[src/rtl/spi_flash_responder_if.sv]
// ============================================================================
//  Module   : spi_flash_responder_if
//  Purpose  : Byte-wide backing-memory read port of the SPI flash responder.
//  Revision : 1.0
// ============================================================================
`timescale 1ns/1ps
`default_nettype none

interface spi_flash_responder_if #(
   parameter int ADDR_W = 24
);
   logic [ADDR_W-1:0] MemAddr;
   logic              MemReq;
   logic              MemAck;
   logic [7:0]        MemData;

   // master: the responder issuing reads; slave: the memory answering them
   modport master (output MemAddr, output MemReq, input MemAck, input MemData);
   modport slave  (input MemAddr, input MemReq, output MemAck, output MemData);
endinterface

`default_nettype wire

[src/rtl/spi_flash_responder.sv]
// ============================================================================
//  Module   : spi_flash_responder
//  Purpose  : SPI NOR-flash target emulator (0x03, 0x3B, 0x05) oversampled in
//             the C25M domain. Optional 0x9F JEDEC ID: SPI_FLASH_JEDEC_ID_EN.
//  Revision : 1.0
// ============================================================================
`timescale 1ns/1ps
`default_nettype none

module spi_flash_responder #(
   parameter int          ADDR_W     = 24,
   parameter logic [7:0]  STATUS_VAL = 8'h00
`ifdef SPI_FLASH_JEDEC_ID_EN
   ,
   parameter logic [23:0] JEDEC_ID   = 24'hEF4018
`endif
) (
   input  wire logic C25M,
   input  wire logic RES,
   input  wire logic nFCS,
   input  wire logic FCK,
   input  wire logic MOSIin,
   output logic      MOSIout,
   output logic      MOSIOE,
   output logic      MISOout,
   output logic      MISOOE,
   output logic      Underrun,
   spi_flash_responder_if.master mem
);

   typedef enum logic [2:0] {
      ST_IDLE   = 3'd0,
      ST_CMD    = 3'd1,
      ST_ADDR   = 3'd2,
      ST_DUMMY  = 3'd3,
      ST_DATA   = 3'd4,
      ST_STAT   = 3'd5,
      ST_IGNORE = 3'd6
`ifdef SPI_FLASH_JEDEC_ID_EN
      ,
      ST_ID     = 3'd7
`endif
   } state_t;

   localparam logic [4:0]        ADDR_LAST = 5'(ADDR_W - 1);
   localparam logic [ADDR_W-1:0] ADDR_INC  = ADDR_W'(1);

   state_t            state, state_nx;
   logic [4:0]        bit_cnt, bit_cnt_nx;
   logic              nfcs_s1, nfcs_s2;
   logic              fck_s1, fck_s2, fck_d;
   logic              mosi_s1, mosi_s2;
   logic              fck_rise, fck_fall, selected;
   logic [7:0]        cmd, cmd_shift;
   logic              dual;
   logic [ADDR_W-1:0] mem_addr;
   logic              mem_req, req_want, stale;
   logic [7:0]        pbuf;
   logic              pbuf_valid;
   logic [7:0]        shreg;
   logic [7:0]        load_byte;
   logic              addr_done, load, ack_take, drop_ack;
   logic              miso_q, mosi_q, miso_oe_q, mosi_oe_q, underrun_q;

   // chip select resets to the deselected level so reset release cannot start a command
   always_ff @(posedge C25M or posedge RES) begin
      if (RES) begin
         nfcs_s1 <= 1'b1;
         nfcs_s2 <= 1'b1;
         fck_s1  <= 1'b0;
         fck_s2  <= 1'b0;
         fck_d   <= 1'b0;
         mosi_s1 <= 1'b0;
         mosi_s2 <= 1'b0;
      end else begin
         nfcs_s1 <= nFCS;
         nfcs_s2 <= nfcs_s1;
         fck_s1  <= FCK;
         fck_s2  <= fck_s1;
         fck_d   <= fck_s2;
         mosi_s1 <= MOSIin;
         mosi_s2 <= mosi_s1;
      end
   end

   assign fck_rise  = fck_s2 & ~fck_d;
   assign fck_fall  = ~fck_s2 & fck_d;
   assign selected  = ~nfcs_s2;
   assign dual      = (cmd == 8'h3B);
   assign load_byte = pbuf_valid ? pbuf : 8'hFF;
   assign ack_take  = mem_req & mem.MemAck;
   // late data for an abandoned fetch must never reach the prefetch buffer
   assign drop_ack  = ~selected | stale | (load & ~pbuf_valid);

   always_ff @(posedge C25M or posedge RES) begin
      if (RES) begin
         state   <= ST_IDLE;
         bit_cnt <= 5'd0;
      end else begin
         state   <= state_nx;
         bit_cnt <= bit_cnt_nx;
      end
   end

   always_comb begin
      state_nx   = state;
      bit_cnt_nx = bit_cnt;
      cmd_shift  = {cmd[6:0], mosi_s2};
      addr_done  = 1'b0;
      load       = 1'b0;
      if (!selected) begin
         state_nx = ST_IDLE;
      end else begin
         case (state)
            ST_IDLE: state_nx = ST_CMD;
            ST_CMD: begin
               if (fck_rise) begin
                  bit_cnt_nx = bit_cnt + 5'd1;
                  if (bit_cnt == 5'd7) begin
                     case (cmd_shift)
                        8'h03, 8'h3B: state_nx = ST_ADDR;
                        8'h05:        state_nx = ST_STAT;
`ifdef SPI_FLASH_JEDEC_ID_EN
                        8'h9F:        state_nx = ST_ID;
`endif
                        default:      state_nx = ST_IGNORE;
                     endcase
                  end
               end
            end
            ST_ADDR: begin
               if (fck_rise) begin
                  bit_cnt_nx = bit_cnt + 5'd1;
                  if (bit_cnt == ADDR_LAST) begin
                     addr_done = 1'b1;
                     state_nx  = dual ? ST_DUMMY : ST_DATA;
                  end
               end
            end
            ST_DUMMY: begin
               if (fck_rise) begin
                  bit_cnt_nx = bit_cnt + 5'd1;
                  if (bit_cnt == 5'd7) state_nx = ST_DATA;
               end
            end
            ST_DATA: begin
               // bit_cnt counts falls within the current byte; zero is the load point
               if (fck_fall) begin
                  load       = (bit_cnt == 5'd0);
                  bit_cnt_nx = (bit_cnt == (dual ? 5'd3 : 5'd7)) ? 5'd0 : bit_cnt + 5'd1;
               end
            end
            ST_STAT: begin
               if (fck_fall) bit_cnt_nx = {2'b00, bit_cnt[2:0] + 3'd1};
            end
`ifdef SPI_FLASH_JEDEC_ID_EN
            ST_ID: begin
               if (fck_fall) bit_cnt_nx = (bit_cnt == 5'd23) ? 5'd0 : bit_cnt + 5'd1;
            end
`endif
            default: ;
         endcase
      end
      if (state_nx != state) bit_cnt_nx = 5'd0;
   end

   always_ff @(posedge C25M or posedge RES) begin
      if (RES) begin
         cmd        <= 8'h00;
         mem_addr   <= '0;
         mem_req    <= 1'b0;
         req_want   <= 1'b0;
         stale      <= 1'b0;
         pbuf       <= 8'h00;
         pbuf_valid <= 1'b0;
         underrun_q <= 1'b0;
      end else begin
         if (state == ST_CMD && fck_rise && selected) cmd <= cmd_shift;
         if (state == ST_ADDR && fck_rise && selected)
            mem_addr <= {mem_addr[ADDR_W-2:0], mosi_s2};
         if (load) mem_addr <= mem_addr + ADDR_INC;

         if (ack_take) begin
            mem_req <= 1'b0;
            stale   <= 1'b0;
            if (!drop_ack) begin
               pbuf       <= mem.MemData;
               pbuf_valid <= 1'b1;
            end
         end else if (!mem_req && req_want) begin
            mem_req  <= 1'b1;
            req_want <= 1'b0;
         end

         // a new fetch waits for any outstanding request to be acknowledged first
         if (addr_done || load) begin
            if (mem_req) begin
               req_want <= 1'b1;
            end else begin
               mem_req  <= 1'b1;
               req_want <= 1'b0;
            end
         end

         if (addr_done) pbuf_valid <= 1'b0;
         if (load) begin
            pbuf_valid <= 1'b0;
            if (!pbuf_valid) begin
               underrun_q <= 1'b1;
               if (mem_req && !mem.MemAck) stale <= 1'b1;
            end
         end

         if (!selected) begin
            pbuf_valid <= 1'b0;
            req_want   <= 1'b0;
            if (mem_req && !mem.MemAck) stale <= 1'b1;
         end
      end
   end

   always_ff @(posedge C25M or posedge RES) begin
      if (RES) begin
         shreg     <= 8'h00;
         miso_q    <= 1'b0;
         mosi_q    <= 1'b0;
         miso_oe_q <= 1'b0;
         mosi_oe_q <= 1'b0;
      end else if (!selected) begin
         miso_q    <= 1'b0;
         mosi_q    <= 1'b0;
         miso_oe_q <= 1'b0;
         mosi_oe_q <= 1'b0;
      end else begin
         case (state)
            ST_DATA: begin
               if (fck_fall) begin
                  miso_oe_q <= 1'b1;
                  mosi_oe_q <= dual;
                  if (load) begin
                     miso_q <= load_byte[7];
                     mosi_q <= dual & load_byte[6];
                     shreg  <= dual ? {load_byte[5:0], 2'b00} : {load_byte[6:0], 1'b0};
                  end else begin
                     miso_q <= shreg[7];
                     mosi_q <= dual & shreg[6];
                     shreg  <= dual ? {shreg[5:0], 2'b00} : {shreg[6:0], 1'b0};
                  end
               end
            end
            ST_STAT: begin
               if (fck_fall) begin
                  miso_oe_q <= 1'b1;
                  miso_q    <= STATUS_VAL[3'd7 - bit_cnt[2:0]];
               end
            end
`ifdef SPI_FLASH_JEDEC_ID_EN
            ST_ID: begin
               if (fck_fall) begin
                  miso_oe_q <= 1'b1;
                  miso_q    <= JEDEC_ID[5'd23 - bit_cnt];
               end
            end
`endif
            default: ;
         endcase
      end
   end

   assign MISOout     = miso_q;
   assign MOSIout     = mosi_q;
   assign MISOOE      = miso_oe_q;
   assign MOSIOE      = mosi_oe_q;
   assign Underrun    = underrun_q;
   assign mem.MemAddr = mem_addr;
   assign mem.MemReq  = mem_req;

endmodule

`default_nettype wire

[src/flat_wrapper.sv]
// flat-port wrapper written by rule: the top's interface ports become plain ports
module spi_flash_responder_flat 
#(
   parameter int          ADDR_W     = 24,
   parameter logic [7:0]  STATUS_VAL = 8'h00

)
  (C25M, RES, nFCS, FCK, MOSIin, MOSIout, MOSIOE, MISOout, MISOOE, Underrun, mem_MemAddr, mem_MemReq, mem_MemAck, mem_MemData);
  spi_flash_responder_if #(.ADDR_W(ADDR_W)) mem_i ();
  input  wire logic C25M;
  input  wire logic RES;
  input  wire logic nFCS;
  input  wire logic FCK;
  input  wire logic MOSIin;
  output logic MOSIout;
  output logic MOSIOE;
  output logic MISOout;
  output logic MISOOE;
  output logic Underrun;
  output wire logic [$bits(mem_i.MemAddr)-1:0] mem_MemAddr;
  output wire logic [$bits(mem_i.MemReq)-1:0] mem_MemReq;
  input wire logic [$bits(mem_i.MemAck)-1:0] mem_MemAck;
  input wire logic [$bits(mem_i.MemData)-1:0] mem_MemData;
  assign mem_MemAddr = mem_i.MemAddr;
  assign mem_MemReq = mem_i.MemReq;
  assign mem_i.MemAck = mem_MemAck;
  assign mem_i.MemData = mem_MemData;
  spi_flash_responder #(.ADDR_W(ADDR_W), .STATUS_VAL(STATUS_VAL)) u_core (.C25M(C25M), .RES(RES), .nFCS(nFCS), .FCK(FCK), .MOSIin(MOSIin), .MOSIout(MOSIout), .MOSIOE(MOSIOE), .MISOout(MISOout), .MISOOE(MISOOE), .Underrun(Underrun), .mem(mem_i));
endmodule
[config.mk]
export PLATFORM = sky130hd
export DESIGN_NAME = spi_flash_responder_flat
export DESIGN_NICKNAME = d
export VERILOG_FILES = /design/src/rtl/spi_flash_responder_if.sv /design/src/rtl/spi_flash_responder.sv /design/src/flat_wrapper.sv
export SDC_FILE = /design/constraint.sdc
export NUM_CORES = 1
export LEC_CHECK = 0
export CORE_MARGIN = 5
export CORE_UTILIZATION = 40
export DETAILED_ROUTE_END_ITERATION = 8
export PLACE_DENSITY_LB_ADDON = 0.12
export SYNTH_ARGS = -nofsm -noshare
export SYNTH_HDL_FRONTEND = slang
export SYNTH_SLANG_ARGS = --single-unit
[constraint.sdc]
create_clock -name C25M -period 5.17 [get_ports C25M]
set_input_delay 1.2925 -clock C25M [delete_from_list [all_inputs] [get_ports C25M]]
set_output_delay 1.2925 -clock C25M [all_outputs]
set_load 0.005 [all_outputs]
==> flow_summary.ini <==
[run_status]
status = finished clean

[synth]
synthTopCellsByArea = dfrtp_1 (45%), mux2i_1 (5.4%), a21oi_1 (4.3%)
synth_nets = 402
synth_edf_count = 0
synth-async-reset-ratio = 1.00
netlist_instances = 385
ys_types = 65
yosysWarnings = 0
avgSynthCellArea_um2 = 10.1
yosysMostFrequentCell = dfrtp_1
seq_area_frac_synth = 0.460
ys_ff_latch = 71
synthTopCellsByCount = dfrtp_1 (69), a21oi_1 (33), nand2_1 (33)
synth_ff_type = dfrtp_1
synth_top_area_share = 0.446
synth.largest_area_cell = dfrtp_1
syn_area_um2 = 3870

[detailed_routing]
via_count = 3117
drt_iter0_drc = 134
finalWirelength_mm = 8.76
wl_met1_mm = 4.34
via_per_inst = 5.58
top_layer = met4
wire_per_inst_um = 15.7
firstDrtPassIters = 5
wl_met2_mm = 3.96
ant_nets = 0
dr_wl_met3_um = 336
drc = 0

[cells_and_area]
multi_input_area_um2 = 1950
drive_above_1_share = 0.134
register_area_um2 = 1780
n_antenna_cell = 0
area_growth_pct = 19.2
fill_cells = 943
fin_nets = 438

[setup_path]
max_stage_delay_ps = 580
required_ps = 3880
cp_top_family = buffers and inverters
critPathKind = register to output pin
endpoint_kind = output pin
cp_max_fo = 13
worstPathArrival_ps = 1470
path_cells = clkdlybuf4s50_1
start_kind = register
crit_buf_inv = 1
cpMaxStageDelayCell = clkdlybuf4s50_1

[sta]
finalSetupViolCount = 0
tightest_slew_ps = 981
drv_slew = 0
finalHoldViolCount = 0
finalCritPeriodShare = 0.535
clock_skew_ps = 19.5
rsz0062_at_grt = false
slew_headroom = 0.345
period_minus_slack_ps = 2770
finalSetupTns_ps = 0
max_freq_mhz = 361

[min_path]
hold_path_class = register to register

[cts]
cts.htree.levels = 3
cts.sinks = 71
clock_latency_ps = 350
root_buffer = clkbuf_8
postCtsResizedCells = 0
clockBufferDepth = 2
cts_setup_buffers = 0
cts.clk_slew.worst_paths_ps = 80
cts_hold_buf = 0
cts_buffers = 9
cts_tree = built

[global_route]
grt_pass1_wl_mm = 14.8
grt_pass1_vias = 2957
track_usage = 0.157
grt_remaining_overflow = 0
grt_max_degree = 49
antenna_found_initial = 0

[placed_design]
io_buffers = 43
dp_hpwl_mm = 6.07
gp_congestion = 0.841

[floorplan]
fp.dieW_um = 108
start_util = 0.403
rows = 36
ioPinCount = 44
dieArea_um2 = 11700
core_area_um2 = 9590
die_y_um = 108

[power_and_ir_drop]
p_leak_nw = 1.93
fin_total_pwr_mw = 1.17
power.density_nw_per_um2 = 253
vdd_drop_max_uv = 111

[job]
maxCapViolCount = 0
==> metal layers <==
layer / GRT usage / vias to the layer above
met4: 0.0586 / 0
met5: 0 / -
li1: - / 1520
met3: 0.0251 / 11
met2: 0.242 / 73
met1: 0.224 / 1513
==> worst reg2reg max path, delay by kind of cell, from the launching register on <==
family,cells,cell delay [ps]
AND/OR/NAND/NOR,2,1400
flip-flops,1,540
AO/OA/AOI/OAI,2,640
==> metrics by stage <==
stage | area, um2 | hold WS, ps | util | instances | setup slack (ps)
final | 4620 | 359 | 0.481 | 559 | 2400
after floorplan | 3870 | 331 | - | 385 | 2080
after CTS | 4620 | 361 | 0.481 | 559 | 2390
after global routing | 4620 | 366 | 0.481 | 559 | 2330
after detailed placement | 4390 | 348 | 0.458 | 543 | 2300
after global placement | 4390 | 344 | 0.458 | 543 | 2300
==> report_power, final <==
| part | switching [mW] | internal, mW | leakage (nW) | total (mW) |
|---|---|---|---|---|
| registers | 0.0261 | 0.572 | 0.961 | 0.598 |
| logic | 0.0369 | 0.0368 | 0.853 | 0.0738 |
| clock network | 0.215 | 0.283 | 0.116 | 0.498 |
| total | 0.278 | 0.892 | 1.93 | 1.17 |
==> cells by family (layout without fill, tap and decap cells) <==
logic type | count (synthesis) | after routing | synth area share
AOI/OAI and AO/OA | 96 | 96 | 0.167
adders and majority gates | 3 | 3 | 0.00970
muxes | 39 | 39 | 0.114
and+or+nand+nor | 145 | 145 | 0.212
DFF | 71 | 71 | 0.460
buffers and inverters | 31 | 72 | 0.0368
==> registers in the layout, indices dropped and copies added, names as in the netlist, 3 cells and up <==
| register | cells |
|---|---|
| u_core.mem.MemAddr | 24 |
| u_core.state | 3 |
| u_core.bit_cnt | 5 |
| u_core.cmd | 8 |
| u_core.shreg | 7 |
| u_core.pbuf | 8 |
==> path summary, 6_finish.rpt <==
check,to,start,slack (ps),cells past startpoint
worst max register to register,u_core.mem.MemAddr[7],u_core.state[2],2480,4
worst min register to register,u_core.nfcs_s2,u_core.nfcs_s1,360,0
worst max-delay path,mem_MemAddr[8],u_core.mem.MemAddr[8],2400,1
worst min-delay path,u_core.nfcs_s2,u_core.nfcs_s1,360,0
min in group asynchronous,u_core.mem.MemAddr[10],RES,1480,2
max in group asynchronous,u_core.mem.MemAddr[22],RES,2780,3
==> cells in the final DEF, fill, tap and decap left out, types with 4 or more instances in the layout <==
| master | n |
|---|---|
| dfrtp_1 | 69 |
| clkdlybuf4s50_1 | 43 |
| nand2_1 | 33 |
| a21oi_1 | 33 |
| nand3_1 | 21 |
| mux2i_1 | 21 |
| nor2_1 | 18 |
| o21ai_0 | 14 |
| mux2_2 | 10 |
| nand4_1 | 10 |
| nor3_1 | 10 |
| clkbuf_8 | 10 |
| inv_1 | 8 |
| mux2_4 | 8 |
| a21o_1 | 7 |
| nand3b_1 | 6 |
| nor4_1 | 6 |
| and3_1 | 5 |
| a221oi_1 | 5 |
| nand2b_1 | 4 |
| and2_1 | 4 |
| o211ai_1 | 4 |
| nor2b_1 | 4 |
| a31oi_1 | 4 |
| buf_4 | 4 |
==> layout make-up <==
type                    instances  area share
clock buffers                  10      0.0298
clock inverters                 6      0.0182
inverters                       9     0.00732
multi-input cells             283       0.423
flip-flops and latches         71       0.385
well taps                     133      0.0361
repair buffers                 47      0.0998
No activity file was read; power rests on OpenSTA's default activity.
